<file path="src/rtl/rtc_seq_pkg.sv">
// rtc_seq_pkg: state encodings, step tables and reset constants for rtc_seq_engine.
package rtc_seq_pkg;

  localparam int unsigned TBL_W = 8;

  typedef enum logic [2:0] {
    ST_IDLE      = 3'd0,
    ST_INIT      = 3'd1,
    ST_RD_CTE    = 3'd2,
    ST_CFG_HORA  = 3'd3,
    ST_CFG_FECHA = 3'd4,
    ST_CFG_TIMER = 3'd5,
    ST_WR_HF     = 3'd6,
    ST_WR_TMR    = 3'd7
  } state_e;

  // One RTC bus request as decoded from the step tables
  typedef struct packed {
    logic [TBL_W-1:0] addr;
    logic [TBL_W-1:0] data;
    logic             wr;
    logic             inicio;
    logic             en;
  } step_cmd_t;

  localparam state_e    ST_RESET  = ST_IDLE;
  localparam step_cmd_t CMD_RESET = '0;

  localparam int unsigned LEN_INIT      = 12;
  localparam int unsigned LEN_RD_CTE    = 11;
  localparam int unsigned LEN_CFG_HORA  = 4;
  localparam int unsigned LEN_CFG_FECHA = 8;
  localparam int unsigned LEN_CFG_TIMER = 8;
  localparam int unsigned LEN_WR_HF     = 8;
  localparam int unsigned LEN_WR_TMR    = 5;

  // Number of bus steps in each block; the terminal step index equals this value
  function automatic int unsigned seq_len(input state_e st);
    case (st)
      ST_INIT:      return LEN_INIT;
      ST_RD_CTE:    return LEN_RD_CTE;
      ST_CFG_HORA:  return LEN_CFG_HORA;
      ST_CFG_FECHA: return LEN_CFG_FECHA;
      ST_CFG_TIMER: return LEN_CFG_TIMER;
      ST_WR_HF:     return LEN_WR_HF;
      ST_WR_TMR:    return LEN_WR_TMR;
      default:      return 0;
    endcase
  endfunction

  // Step table lookup; terminal and out-of-range steps decode to an idle bus
  function automatic step_cmd_t step_cmd(input state_e st, input int unsigned idx);
    step_cmd_t c;
    c = CMD_RESET;
    if (idx < seq_len(st)) begin
      c.en = 1'b1;
      case (st)
        ST_INIT: begin
          c.wr     = 1'b1;
          c.inicio = 1'b1;
          case (idx)
            0:       begin c.addr = 8'h02; c.data = 8'h10; end
            1:       c.addr = 8'h02;
            2:       begin c.addr = 8'h10; c.data = 8'hD2; end
            3:       c.addr = 8'h00;
            11:      c.addr = 8'hF1;
            default: c.addr = 8'h1D + TBL_W'(idx);
          endcase
        end
        ST_RD_CTE: begin
          case (idx)
            0:         c.addr = 8'hF0;
            8, 9, 10:  c.addr = 8'h39 + TBL_W'(idx);
            default:   c.addr = 8'h20 + TBL_W'(idx);
          endcase
        end
        ST_CFG_HORA: c.addr = (idx == 0) ? 8'hF2 : 8'h40 + TBL_W'(idx);
        ST_CFG_FECHA: begin
          case (idx)
            0:        c.addr = 8'hF1;
            4:        c.addr = 8'hF2;
            5, 6, 7:  c.addr = 8'h3C + TBL_W'(idx);
            default:  c.addr = 8'h20 + TBL_W'(idx);
          endcase
        end
        ST_CFG_TIMER: c.addr = (idx == 0) ? 8'hF1 : 8'h20 + TBL_W'(idx);
        ST_WR_HF: begin
          c.wr   = 1'b1;
          c.addr = (idx == 7) ? 8'hF1 : 8'h21 + TBL_W'(idx);
        end
        ST_WR_TMR: begin
          c.wr = 1'b1;
          case (idx)
            3:       c.addr = 8'hF2;
            4:       begin c.addr = 8'h00; c.data = 8'h08; c.inicio = 1'b1; end
            default: c.addr = 8'h41 + TBL_W'(idx);
          endcase
        end
        default: c = CMD_RESET;
      endcase
    end
    return c;
  endfunction

endpackage

</file>
<file path="src/rtl/rtc_seq_engine_if.sv">
// rtc_seq_engine_if: request/done bus between the sequencer and the RTC bus-interface block.
interface rtc_seq_engine_if #(
  parameter int unsigned AW = 8,
  parameter int unsigned DW = 8
);
  logic          in_flag_done;
  logic [AW-1:0] out_addr;
  logic [DW-1:0] out_data;
  logic          out_flag_inicio;
  logic          out_wr;
  logic          out_en;

  modport master (
    input  in_flag_done,
    output out_addr, out_data, out_flag_inicio, out_wr, out_en
  );

  modport slave (
    output in_flag_done,
    input  out_addr, out_data, out_flag_inicio, out_wr, out_en
  );
endinterface

</file>
<file path="src/rtl/rtc_cfg_sync.sv">
// rtc_cfg_sync: multi-stage synchroniser for the three asynchronous config switches.
module rtc_cfg_sync #(
  parameter int unsigned SYNC_STAGES = 2
) (
  input  logic       clk,
  input  logic       reset_count,
  input  logic [2:0] i_sel,
  output logic [2:0] o_sel
);
  logic [SYNC_STAGES-1:0][2:0] r_sync;

  // Shift the switch word through the synchroniser chain
  always_ff @(posedge clk or posedge reset_count) begin
    if (reset_count) r_sync <= '0;
    else             r_sync <= {r_sync[SYNC_STAGES-2:0], i_sel};
  end

  assign o_sel = r_sync[SYNC_STAGES-1];
endmodule

</file>
<file path="src/rtl/rtc_seq_engine.sv">
// rtc_seq_engine: table-driven RTC register-access sequencer.
// Optional per-step timeout/retry enabled by defining RTC_SEQ_TIMEOUT_EN.
module rtc_seq_engine
  import rtc_seq_pkg::*;
#(
  parameter int unsigned AW          = 8,
  parameter int unsigned DW          = 8,
  parameter int unsigned STEP_W      = 4,
  parameter int unsigned SYNC_STAGES = 2,
  parameter int unsigned TIMEOUT_CYC = 1023
) (
  input  logic                clk,
  input  logic                reset_count,
  input  logic [2:0]          in_cfg_sel,
  output logic [2:0]          out_funcion_conf,
  output logic                out_busy,
  output logic [2:0]          out_block,
  output logic                out_err,
  rtc_seq_engine_if.master    bus
);

  state_e            r_state, w_state_nxt;
  logic [STEP_W-1:0] r_step, w_step_nxt;
  logic [2:0]        w_conf;
  step_cmd_t         w_cmd;
  int unsigned       w_idx, w_len;
  logic              w_tmo_hit;

  logic [AW-1:0] w_addr, r_addr;
  logic [DW-1:0] w_data, r_data;
  logic          w_inicio, r_inicio;
  logic          w_wr, r_wr;
  logic          w_en, r_en;
  logic          w_busy, r_busy;
  logic [2:0]    w_block, r_block;
  logic          r_err;

  rtc_cfg_sync #(.SYNC_STAGES(SYNC_STAGES)) u_cfg_sync (
    .clk         (clk),
    .reset_count (reset_count),
    .i_sel       (in_cfg_sel),
    .o_sel       (w_conf)
  );

  assign w_idx = 32'(r_step);
  assign w_len = seq_len(r_state);
  assign w_cmd = step_cmd(r_state, w_idx);

  // State and step registers
  always_ff @(posedge clk or posedge reset_count) begin
    if (reset_count) begin
      r_state <= ST_RESET;
      r_step  <= '0;
    end else begin
      r_state <= w_state_nxt;
      r_step  <= w_step_nxt;
    end
  end

  // Next state: block decision at the terminal step, step advance on accepted done
  always_comb begin
    w_state_nxt = r_state;
    w_step_nxt  = r_step;
    if (r_state == ST_IDLE) begin
      w_state_nxt = ST_INIT;
      w_step_nxt  = '0;
    end else if (w_idx > w_len) begin
      w_state_nxt = ST_IDLE;
      w_step_nxt  = '0;
    end else if (w_idx == w_len) begin
      w_step_nxt = '0;
      case (r_state)
        ST_INIT, ST_WR_HF, ST_WR_TMR: w_state_nxt = ST_RD_CTE;
        ST_RD_CTE: begin
          case (w_conf)
            3'b001:  w_state_nxt = ST_CFG_HORA;
            3'b010:  w_state_nxt = ST_CFG_FECHA;
            3'b100:  w_state_nxt = ST_CFG_TIMER;
            default: w_state_nxt = ST_RD_CTE;
          endcase
        end
        ST_CFG_HORA, ST_CFG_FECHA: w_state_nxt = (w_conf == 3'b000) ? ST_WR_HF : r_state;
        ST_CFG_TIMER:              w_state_nxt = (w_conf == 3'b000) ? ST_WR_TMR : r_state;
        default:                   w_state_nxt = ST_IDLE;
      endcase
    end else if (bus.in_flag_done && r_en) begin
      w_step_nxt = r_step + STEP_W'(1);
    end
  end

  // Output decode from current state and step
  always_comb begin
    w_addr   = AW'(w_cmd.addr);
    w_data   = DW'(w_cmd.data);
    w_inicio = w_cmd.inicio;
    w_wr     = w_cmd.wr;
    w_en     = w_cmd.en & ~w_tmo_hit;
    w_busy   = (r_state != ST_IDLE);
    w_block  = r_state;
  end

  // Output registers
  always_ff @(posedge clk or posedge reset_count) begin
    if (reset_count) begin
      r_addr   <= '0;
      r_data   <= '0;
      r_inicio <= 1'b0;
      r_wr     <= 1'b0;
      r_en     <= 1'b0;
      r_busy   <= 1'b0;
      r_block  <= '0;
      r_err    <= 1'b0;
    end else begin
      r_addr   <= w_addr;
      r_data   <= w_data;
      r_inicio <= w_inicio;
      r_wr     <= w_wr;
      r_en     <= w_en;
      r_busy   <= w_busy;
      r_block  <= w_block;
      r_err    <= w_tmo_hit;
    end
  end

`ifdef RTC_SEQ_TIMEOUT_EN
  localparam int unsigned TMO_W = $clog2(TIMEOUT_CYC + 1);
  logic [TMO_W-1:0] r_tmo;

  assign w_tmo_hit = w_cmd.en && (r_tmo == TMO_W'(TIMEOUT_CYC));

  // Per-step watchdog; restarts on any step/state change and after each reissue
  always_ff @(posedge clk or posedge reset_count) begin
    if (reset_count) begin
      r_tmo <= '0;
    end else if (!w_cmd.en || w_tmo_hit || (w_state_nxt != r_state) || (w_step_nxt != r_step)) begin
      r_tmo <= '0;
    end else begin
      r_tmo <= r_tmo + TMO_W'(1);
    end
  end
`else
  logic unused_tmo_cfg;
  assign w_tmo_hit      = 1'b0;
  assign unused_tmo_cfg = ^TIMEOUT_CYC;
`endif

  assign bus.out_addr        = r_addr;
  assign bus.out_data        = r_data;
  assign bus.out_flag_inicio = r_inicio;
  assign bus.out_wr          = r_wr;
  assign bus.out_en          = r_en;
  assign out_funcion_conf    = w_conf;
  assign out_busy            = r_busy;
  assign out_block           = r_block;
  assign out_err             = r_err;

endmodule
</file>
<file path="src/flat_wrapper.sv">
// flat-port wrapper written by rule: the top's interface ports become plain ports
module rtc_seq_engine_flat import rtc_seq_pkg::*;
#(
  parameter int unsigned AW          = 8,
  parameter int unsigned DW          = 8,
  parameter int unsigned STEP_W      = 4,
  parameter int unsigned SYNC_STAGES = 2,
  parameter int unsigned TIMEOUT_CYC = 1023
)
  (clk, reset_count, in_cfg_sel, out_funcion_conf, out_busy, out_block, out_err, bus_in_flag_done, bus_out_addr, bus_out_data, bus_out_flag_inicio, bus_out_wr, bus_out_en);
  rtc_seq_engine_if #(.AW(AW), .DW(DW)) bus_i ();
  input  logic clk;
  input  logic reset_count;
  input  logic [2:0] in_cfg_sel;
  output logic [2:0] out_funcion_conf;
  output logic out_busy;
  output logic [2:0] out_block;
  output logic out_err;
  input wire logic [$bits(bus_i.in_flag_done)-1:0] bus_in_flag_done;
  output wire logic [$bits(bus_i.out_addr)-1:0] bus_out_addr;
  output wire logic [$bits(bus_i.out_data)-1:0] bus_out_data;
  output wire logic [$bits(bus_i.out_flag_inicio)-1:0] bus_out_flag_inicio;
  output wire logic [$bits(bus_i.out_wr)-1:0] bus_out_wr;
  output wire logic [$bits(bus_i.out_en)-1:0] bus_out_en;
  assign bus_i.in_flag_done = bus_in_flag_done;
  assign bus_out_addr = bus_i.out_addr;
  assign bus_out_data = bus_i.out_data;
  assign bus_out_flag_inicio = bus_i.out_flag_inicio;
  assign bus_out_wr = bus_i.out_wr;
  assign bus_out_en = bus_i.out_en;
  rtc_seq_engine #(.AW(AW), .DW(DW), .STEP_W(STEP_W), .SYNC_STAGES(SYNC_STAGES), .TIMEOUT_CYC(TIMEOUT_CYC)) u_core (.clk(clk), .reset_count(reset_count), .in_cfg_sel(in_cfg_sel), .out_funcion_conf(out_funcion_conf), .out_busy(out_busy), .out_block(out_block), .out_err(out_err), .bus(bus_i));
endmodule
</file>
<file path="config.mk">
export PLATFORM = sky130hd
export DESIGN_NAME = rtc_seq_engine_flat
export DESIGN_NICKNAME = d
export VERILOG_FILES = /design/src/rtl/rtc_seq_pkg.sv /design/src/rtl/rtc_seq_engine_if.sv /design/src/rtl/rtc_cfg_sync.sv /design/src/rtl/rtc_seq_engine.sv /design/src/flat_wrapper.sv
export SDC_FILE = /design/constraint.sdc
export NUM_CORES = 1
export LEC_CHECK = 0
export ABC_AREA = 1
export BUFFER_PORTS_ARGS = -buffer_cell sky130_fd_sc_hd__buf_4
export CAP_MARGIN = 40
export CORE_UTILIZATION = 40
export DETAILED_ROUTE_END_ITERATION = 8
export PLACE_DENSITY = 0.65
export SLEW_MARGIN = 20
export SYNTH_ARGS = -nofsm -noshare
export SYNTH_HDL_FRONTEND = slang
export SYNTH_SLANG_ARGS = --single-unit
export TNS_END_PERCENT = 100
</file>
<file path="constraint.sdc">
create_clock -name clk -period 3.5 [get_ports clk]
set_input_delay 0.7 -clock clk [delete_from_list [all_inputs] [get_ports clk]]
set_output_delay 0.7 -clock clk [all_outputs]
set_load 0.02 [all_outputs]
</file>
== Word level (Yosys, flattened, before mapping) ==
Index checks and enable logic that the tools add are counted.
Word-level totals
  register bits after elaboration: 36
Cells by class
  $add $sub $neg: 8
  $lt $le $gt $ge: 2
  reduce and logical (&&, ||, !) cells: 15
  multiplexer cells: 28
  equal/unequal tests: 24
Operators with widths (number)
  $pmux 8 s2: 4
  $pmux 8 s7: 1
  $logic_not 32->1: 1
  $pmux 8 s4: 1
  $add 6x4->7 const A: 4
  $mux 8: 3
  $pmux 8 s3: 1
  $mux 4: 5
  $pmux 4 s5: 1
  $mux 19: 1
  $add 7x4->8 const A: 2
  $eq 4x3->1 const B: 4
  $eq 4x4->1 const B: 4
  $eq 3x3->1 const B: 5
  $mux 3: 5
  $pmux 3 s4: 1
  $reduce_or 3->1: 4
  $eq 3x2->1 const B: 3
  $pmux 3 s3: 1
  $eq 4x2->1 const B: 2
  $ne 4x1->1 const B: 2
  $reduce_or 7->1: 1
  $add 5x4->6 const A: 1
  $eq 3x1->1 const B: 2
  other kinds (13): 18

== Depth between registers and ports, before layout ==
Gate-level depths: netlist of the first run.
  depth in word-level cells: 7
  gate-level depth with buffers: 14

== Cells and area by module ==
Synthesis of the first run repeated with hierarchy kept, for this count alone.
Unflattened totals
  cell total of the unflattened synthesis: 301
  area, all modules: 2238.4 sq um
By module, submodules not included
  rtc_seq_engine: area each 2062.0 sq um, cells an instance 291, sequential area each 625.6 sq um, instances 1
  rtc_cfg_sync: area each 176.4 sq um, cells an instance 10, sequential area each 150.1 sq um, instances 1

== Worst setup path after synthesis of the first run ==
OpenSTA, ideal clock, no wires.
  path type: register to register
  from: register u_core.r_state[0]
  to: register u_core.r_state[0]
  clock period less this slack: 1911 ps
  arrival: 1788 ps
  setup time: 123 ps
  path slack: 1589 ps
  data required time: 3377 ps
  stages on the path, launching flop included: 14
  cells stage by stage: dfrtp_1 inv_2 nand2_1 nor2_4 inv_2 ha_1 inv_1 o21bai_1 nand2_1 nand2_1 nand2_1 nand2_1 o21ai_0 nand2_1
Between the ends
  word-level cells in the longest chain between the ends: 6
  elaborated cells between the ends (all ways): 22
  classes of those cells: 1 x order compare; 10 x eq/ne; 5 x mux; 6 x reduce/logical
Ends and longest elaborated chain
  from (decl): line rtc_seq_engine.sv:22  | state_e r_state, w_state_nxt;
  from (signal assigned): line rtc_seq_engine.sv:55  | r_state <= w_state_nxt;
  $eq 3x3->1, or another cell as far along: line rtc_seq_pkg.sv:39, rtc_seq_engine.sv:72
  $reduce_or 3->1 (no source line) or $reduce_or 2->1 (tied branches)
  $pmux 4 s5 or $pmux 3 s4 (tied branches): line rtc_seq_pkg.sv:39, rtc_seq_engine.sv:72
  $gt 4x4->1, or another cell as far along: line rtc_seq_engine.sv:67  | end else if (w_idx > w_len) begin
  $ne 4x1->1 (no source line), or another cell as far along
  $reduce_and 3->1 (no source line) or $mux 3 (tied branches)
Parallel ways exist; a longest one is shown, timed or not. The select of a mux whose other input is x is not followed.
A chain may end at the register's enable or synchronous reset.

== Worst setup path in the final report of the first run ==
  from: register u_core.r_state[0]
  to: register u_core.r_step[3]
Between the ends
  word-level cells in the longest chain between the ends: 7
  elaborated cells between the ends (all ways): 16
  classes of those cells: 1 x order compare; 8 x eq/ne; 4 x mux; 3 x reduce/logical
Ends and longest elaborated chain
  branches (longest 7 deep; another with $gt 4x4->1)
  to (signal assigned): line rtc_seq_engine.sv:56  | r_step <= w_step_nxt;
  to (decl): line rtc_seq_engine.sv:23  | logic [STEP_W-1:0] r_step, w_step_nxt;
Several ways; the timed one is not identified.

==> results.toml, run 1 <==
[global_routing]
grt_pass1_wl_mm = 8.51
antenna_found_initial = 0
track_usage = 0.203
grt_pass1_vias = 1783
grt_remaining_overflow = 0
grt_max_degree = 19

[sta]
layout_min_cycle_time_ns = 2.53
final.setup.tns_ns = 0
hold_viol_final = 0
slew_headroom = 0.630
rsz0062_at_grt = "no"
setup_violations = 0
worst_slew_pin_slew_ns = 0.554
finalMaxSlewViolations = 0
fin_ws_ns = 0.971
fmax_ghz = 0.395
min_period_over_period = 0.723
fin_skew_ns = 0.00662

[synthesis]
yosys_warnings = 0
synth_area_leaders = "dfrtp_1 36%, nand2_1 15%, ha_1 8.8%"
ys_types = 28
netlist_area_um2 = 2130
postSynthCellCount = 299
synth_seq_cells = 31
synth_top_area_share = 0.364
synth.avg_cell_area_um2 = 7.13
yosysSeqAreaShare = 0.364
yosysTopAreaCell = "dfrtp_1"

[worst_setup_path]
worst-setup-path-type = "reg2reg"
path_max_fanout = 13
crit_family = "simple AND/OR/NAND/NOR gates"
arrival_ns = 2.73
crit_slowest_cell = "dfrtp_1"
cp-endpoint = "u_core.r_step[3]"
cp-startpoint = "u_core.r_state[0]"
max_stage_delay_ns = 0.49
endpoint_kind = "flop"
timing.rr.start = "u_core.r_state[0]"
r2r_end = "u_core.r_step[3]"
crit_buf_inv = 3
r2r_slack_ns = 0.97
cpMostUsedCell = "nand2_1"
cp.depth = 12
worstSetupStartpointType = "flop"
worstPathCellList = "inv_2, nand2_1, nor2_4, inv_2, ha_1, inv_1, o21bai_1, nand2_1, nand2_1, a21oi_1, nand2_1, a21oi_1"
reg2reg_depth = 12
cp.required_ns = 3.70

[clock_network]
path_clk_slew_ns = 0.07
clockBufferDepth = 2
ctsResizeCount = 0
cts_hold_buf = 0
post-cts-setup-buffer-count = 0
cts_buffers = 5
cts_tree = "built"
cts_sinks = 31
clock_latency_ns = 0.28
clockRootBuffer = "clkbuf_8"
htree_levels = 2

[status]
status = "finished, final reports clean"

[finish]
layout_commonest_cell = "nand2_1"
finalNetCount = 346
final-seq-area_um2 = 776
n_antenna_cell = 0
drive_gt1_frac = 0.153
multi_input_area_um2 = 1140
layout_common_cells = "83 x nand2_1, 35 x nor2_1, 34 x nand3_1"
fill_cells = 526
syn_to_final_growth_pct = 16.5

[floorplan]
start_util = 0.417
die_w_um = 75.0
io_pins = 33
dieArea_um2 = 5630
die_h_um = 75.0
core_area_um2 = 5110
rows = 26

[place]
port_buffers = 28
post-place-ws_ns = 0.928
gp_congestion = 0.927
detailed_place_hpwl_mm = 3.92

[pwr]
p_per_area_nw_per_um2 = 733
peakVddDrop_uv = 392
power.static_leakage_nw = 1.34

[detailed_routing]
drtIter0Drc = 86
wirelength_mm = 5.01
viasPerCell = 4.87
firstDrtPassIters = 4
avgRoutedWirePerCell_um = 12.6
met3_length_um = 273
ant_nets = 0
dr.max_layer_used = "met4"
drc_errors = 0
vias = 1929
wl_met2_mm = 2.20
wirelength_met1_mm = 2.48

[job]
maxCapViolCount = 0

[worst_hold_path]
hp-class = "reg2reg"
holdCritStartpoint = "u_core.u_cfg_sync.r_sync[1]"
==> through the flow <==
step | instance area (um2) | power (mW) | hold WS, ns | cells | utilization
floorplan | 2140 | 1.25 | 0.331 | 302 | -
global placement | 2350 | 1.51 | 0.332 | 387 | 0.461
detailed placement | 2380 | 1.52 | 0.337 | 388 | 0.466
CTS | 2480 | 1.83 | 0.357 | 396 | 0.487
global route | 2480 | 1.98 | 0.363 | 396 | 0.487
finish | 2480 | 1.82 | 0.354 | 396 | 0.487
==> cell families (layout without fill, tap and decap cells) <==
logic type	Yosys count	count (layout)	share of synthesized area
compound gates	33	33	0.0874
simple gates	167	167	0.344
fa+ha+maj	15	15	0.0880
other cells	1	4	0.00176
xor+xnor	2	2	0.00822
buf+inv	50	74	0.106
flops	31	31	0.364
==> metal layers <==
layer / vias to the layer above / track usage
li1: 991 / -
met1: 872 / 0.285
met2: 60 / 0.314
met3: 6 / 0.0428
met4: 0 / 0.0608
met5: - / 0
==> power by group <==
part	switching, mW	internal (mW)	total [mW]	leakage (nW)
Sequential	0.0856	0.454	0.539	0.397
Combinational	0.637	0.339	0.976	0.894
Clock	0.126	0.179	0.305	0.0505
==> worst min path at each step <==
stage,end,slack [ns],cells past startpoint
final,u_core.u_cfg_sync.o_sel[1],0.35,0
after global routing,u_core.u_cfg_sync.o_sel[2],0.36,0
after CTS,u_core.u_cfg_sync.o_sel[1],0.36,0
after detailed placement,u_core.u_cfg_sync.o_sel[2],0.34,0
after global placement,u_core.u_cfg_sync.o_sel[0],0.33,0
after floorplan,u_core.u_cfg_sync.o_sel[0],0.33,0
==> cells in the mapped netlist, drive strengths merged <==
master and instances:
a211oi 1, a21boi 1, a21oi 11, and2 1, buf 11, clkbuf 2, clkinv 1, conb 1
dfrtp 31, ha 15, inv 36, nand2 85, nand3 34, nand4 3, nor2 41, nor3 3
o21ai 17, o21ba 1, o21bai 2, xnor2 1, xor2 1
==> registers in the layout, summed over array words and instances, names as in the netlist <==
| name | flops |
|---|---|
| u_core.bus.out_addr | 8 |
| u_core.r_step | 4 |
| u_core.bus.out_data | 3 |
| u_core.out_block | 3 |
| u_core.r_state | 3 |
| u_core.u_cfg_sync.o_sel | 3 |
| u_core.u_cfg_sync.r_sync | 3 |
| u_core.bus.out_en | 1 |
| u_core.bus.out_flag_inicio | 1 |
| u_core.bus.out_wr | 1 |
| u_core.out_busy | 1 |
==> layout make-up <==
type | count | share of cell area
Inverter | 37 | 0.0559
Timing Repair Buffer | 29 | 0.0957
Multi-Input combinational cell | 221 | 0.459
Tap cell | 70 | 0.0352
Clock inverter | 1 | 0.00302
Sequential cell | 31 | 0.312
Clock buffer | 7 | 0.0388
Note: power is estimated with default switching activity, not from simulation.
==> run 2: changes to the inputs <==
Settings changed: ABC_AREA 1 to 0, PLACE_DENSITY 0.65 to 0.67.
Clock period 3.5 ns to 2.13 ns, I/O delays scaled along.
==> run 2 against run 1 <==
Against the previous run: sequential power increased by 56%; cell count decreased by 7.8%; cell area increased by 10%; critical path depth decreased by 5; clock power increased by 53%; non-clock buffer count increased by 30; critical endpoint is now u_core.bus.out_addr[1]; largest power group unchanged.
==> results.toml, run 2 <==
[synthesis]
async_flop_share = 1.00
postSynthCellCount = 249
synth_top_area_share = 0.350
yosysTopAreaCell = "dfrtp_1"
synth_seq_cells = 31
yosys_most_used_dff = "dfrtp_1"
yosys-top-cells-count = "31 x dfrtp_1, 24 x a21oi_1, 24 x nand2_1, 15 x ha_1, 14 x buf_4"
synth.most_common_cell = "dfrtp_1"
netlist_area_um2 = 2220
synth_area_leaders = "dfrtp_1 35%, ha_1 8.5%, a21oi_1 5.4%"
yosysSeqAreaShare = 0.350
ys_types = 54
synth_edf_count = 0
yosys_warnings = 0
synth.avg_cell_area_um2 = 8.90

[pwr]
intPower_mw = 2.02
p_clk_frac = 0.126
power_mw = 3.72
switching_power_mw = 1.70
p_sw_frac = 0.457
pwr-share-seq = 0.226
p_comb_frac = 0.649
peakVddDrop_uv = 448
power.static_leakage_nw = 1.22
p_per_area_nw_per_um2 = 1360

[sta]
finalMaxSlewViolations = 0
fmax_ghz = 0.485
slew_headroom = 0.605
fin_ws_ns = 0.0681
layout_min_cycle_time_ns = 2.06
final.setup.tns_ns = 0
fin_skew_ns = 0.00260
worst_slew_pin_slew_ns = 0.587
hold_ws_ns = 0.219
hold_viol_final = 0
setup_violations = 0
min_period_over_period = 0.968
rsz0062_at_grt = "yes"

[floorplan]
core_area_um2 = 5200
die_w_um = 76.4
die_h_um = 76.4
io_pins = 33
start_util = 0.426
rows = 26
dieArea_um2 = 5840

[detailed_routing]
ant_nets = 0
vias = 2089
wirelength_mm = 5.77
drtIter0Drc = 303
firstDrtPassIters = 5
drc_errors = 0
avgRoutedWirePerCell_um = 15.8
viasPerCell = 5.72

[global_routing]
track_usage = 0.206
grt_pass1_vias = 1908
antenna_found_initial = 0
grt_max_degree = 32
grt_pass1_wl_mm = 9.40
grt_use_met3 = 0.0527
gr-usage-met1 = 0.263
grt_remaining_overflow = 0
grt-busiest-layer = "met2"
grt_use_met2 = 0.314

[place]
port_buffers = 28
detailed_place_hpwl_mm = 4.26
gp_congestion = 1.01
placed_cells = 354
post-place-ws_ns = -0.0373
place_area_um2 = 2570

[worst_setup_path]
arrival_ns = 2.22
cpMostUsedCell = "a21oi_1"
crit_family = "simple AND/OR/NAND/NOR gates"
timing.rr.start = "u_core.r_step[1]"
worst-setup-path-type = "reg2reg"
endpoint_kind = "flop"
cp.required_ns = 2.28
cp-startpoint = "u_core.r_step[1]"
path_max_fanout = 8
worstSetupStartpointType = "flop"
crit_slowest_cell = "dfrtp_2"
worstPathCellList = "inv_1, ha_1, or3_4, nand4_1, a21oi_1, nor4_1, a21oi_1"
max_stage_delay_ns = 0.44
crit_buf_inv = 1

[job]
maxCapViolCount = 0

[clock_network]
htree_levels = 2
clockRootBuffer = "clkbuf_8"
path_clk_slew_ns = 0.06
cts_hold_buf = 0
cts_buffers = 5
cts_sinks = 31
cts_tree = "built"
clock_latency_ns = 0.28
clockBufferDepth = 2

[finish]
n_antenna_cell = 0
fill_cells = 491
layout_commonest_cell = "buf_4"
final_util = 0.525
largest_reg_flops = 8
layout_common_cells = "58 x buf_4, 29 x dfrtp_1, 23 x nand2_1, 23 x a21oi_1, 12 x ha_1"
syn_to_final_growth_pct = 23.4
fin_cells = 365
stdcell_area_um2 = 2740
finalNetCount = 316
drive_gt1_frac = 0.305

[status]
status = "finished, final reports clean"

[worst_hold_path]
hp-class = "in2async"
run 2: cell types whose count changed after synthesis, sizes merged, moves of 8 or more:
| cell | previous run | this run |
|---|---|---|
| nor3 | 3 | 11 |
| a21oi | 11 | 26 |
| nand3 | 34 | 8 |
| nor2 | 41 | 11 |
| inv | 36 | 11 |
| buf | 11 | 23 |
| nand2 | 85 | 24 |
run 2: cell families after synthesis:
logic type               share of synthesized area
AND/OR/NAND/NOR                              0.190
AO/OA/AOI/OAI                                0.239
buffers and inverters                       0.0892
flip-flops                                   0.350
adder cells (fa/ha/maj)                     0.0847
XOR/XNOR                                    0.0277
multiplexers                                0.0181
other                                      0.00169
run 2: what timing repair did:
item,in CTS,in global routing
pin swaps,0,3
endpoints found under the setup margin,2,14
buffers inserted,0,4
resized for setup,3,9
cloned,0,0
run 2: worst register-to-register path, delay by kind of cell (launching register included):
| kind | cells | cell delay [ns] |
|---|---|---|
| AO/OA/AOI/OAI | 2 | 0.22 |
| AND/OR/NAND/NOR | 3 | 0.86 |
| flip-flops | 1 | 0.44 |
| adder cells (fa/ha/maj) | 1 | 0.29 |
| buffers and inverters | 1 | 0.11 |
run 2: power groups by stage:
stage	logic [mW]	registers [mW]	clock network, mW
floorplan	1.38	0.994	0
global placement	2.24	0.848	0
detailed placement	2.22	0.851	0
CTS	2.24	0.842	0.484
global route	2.61	0.863	0.507
finish	2.41	0.840	0.468
run 2: final timing paths:
path / end / slack [ns] / cells past startpoint
worst max-delay path: u_core.bus.out_addr[1] / 0.07 / 7
worst min-delay path: u_core.out_block[0] / 0.22 / 3
worst max register to register: u_core.bus.out_addr[1] / 0.07 / 7
worst min register to register: u_core.u_cfg_sync.o_sel[1] / 0.35 / 0
max in group asynchronous: u_core.r_step[1] / 1.61 / 3
min in group clk: u_core.u_cfg_sync.r_sync[0] / 0.24 / 1
run 2: layer usage:
layer	vias up	part of all wire
met5	-	0
met4	0	0.050
met3	29	0.076
met2	114	0.45
met1	972	0.42
li1	974	-
run 2: cell type report:
cell class              count  area, um2  area share
multi-input cells         187       1290       0.473
repair buffers             59        447       0.163
inverters                  11       41.3      0.0151
well taps                  70       87.6      0.0320
clock buffers               6       82.6      0.0302
clock inverters             1       5.00     0.00183
flip-flops and latches     31        778       0.285
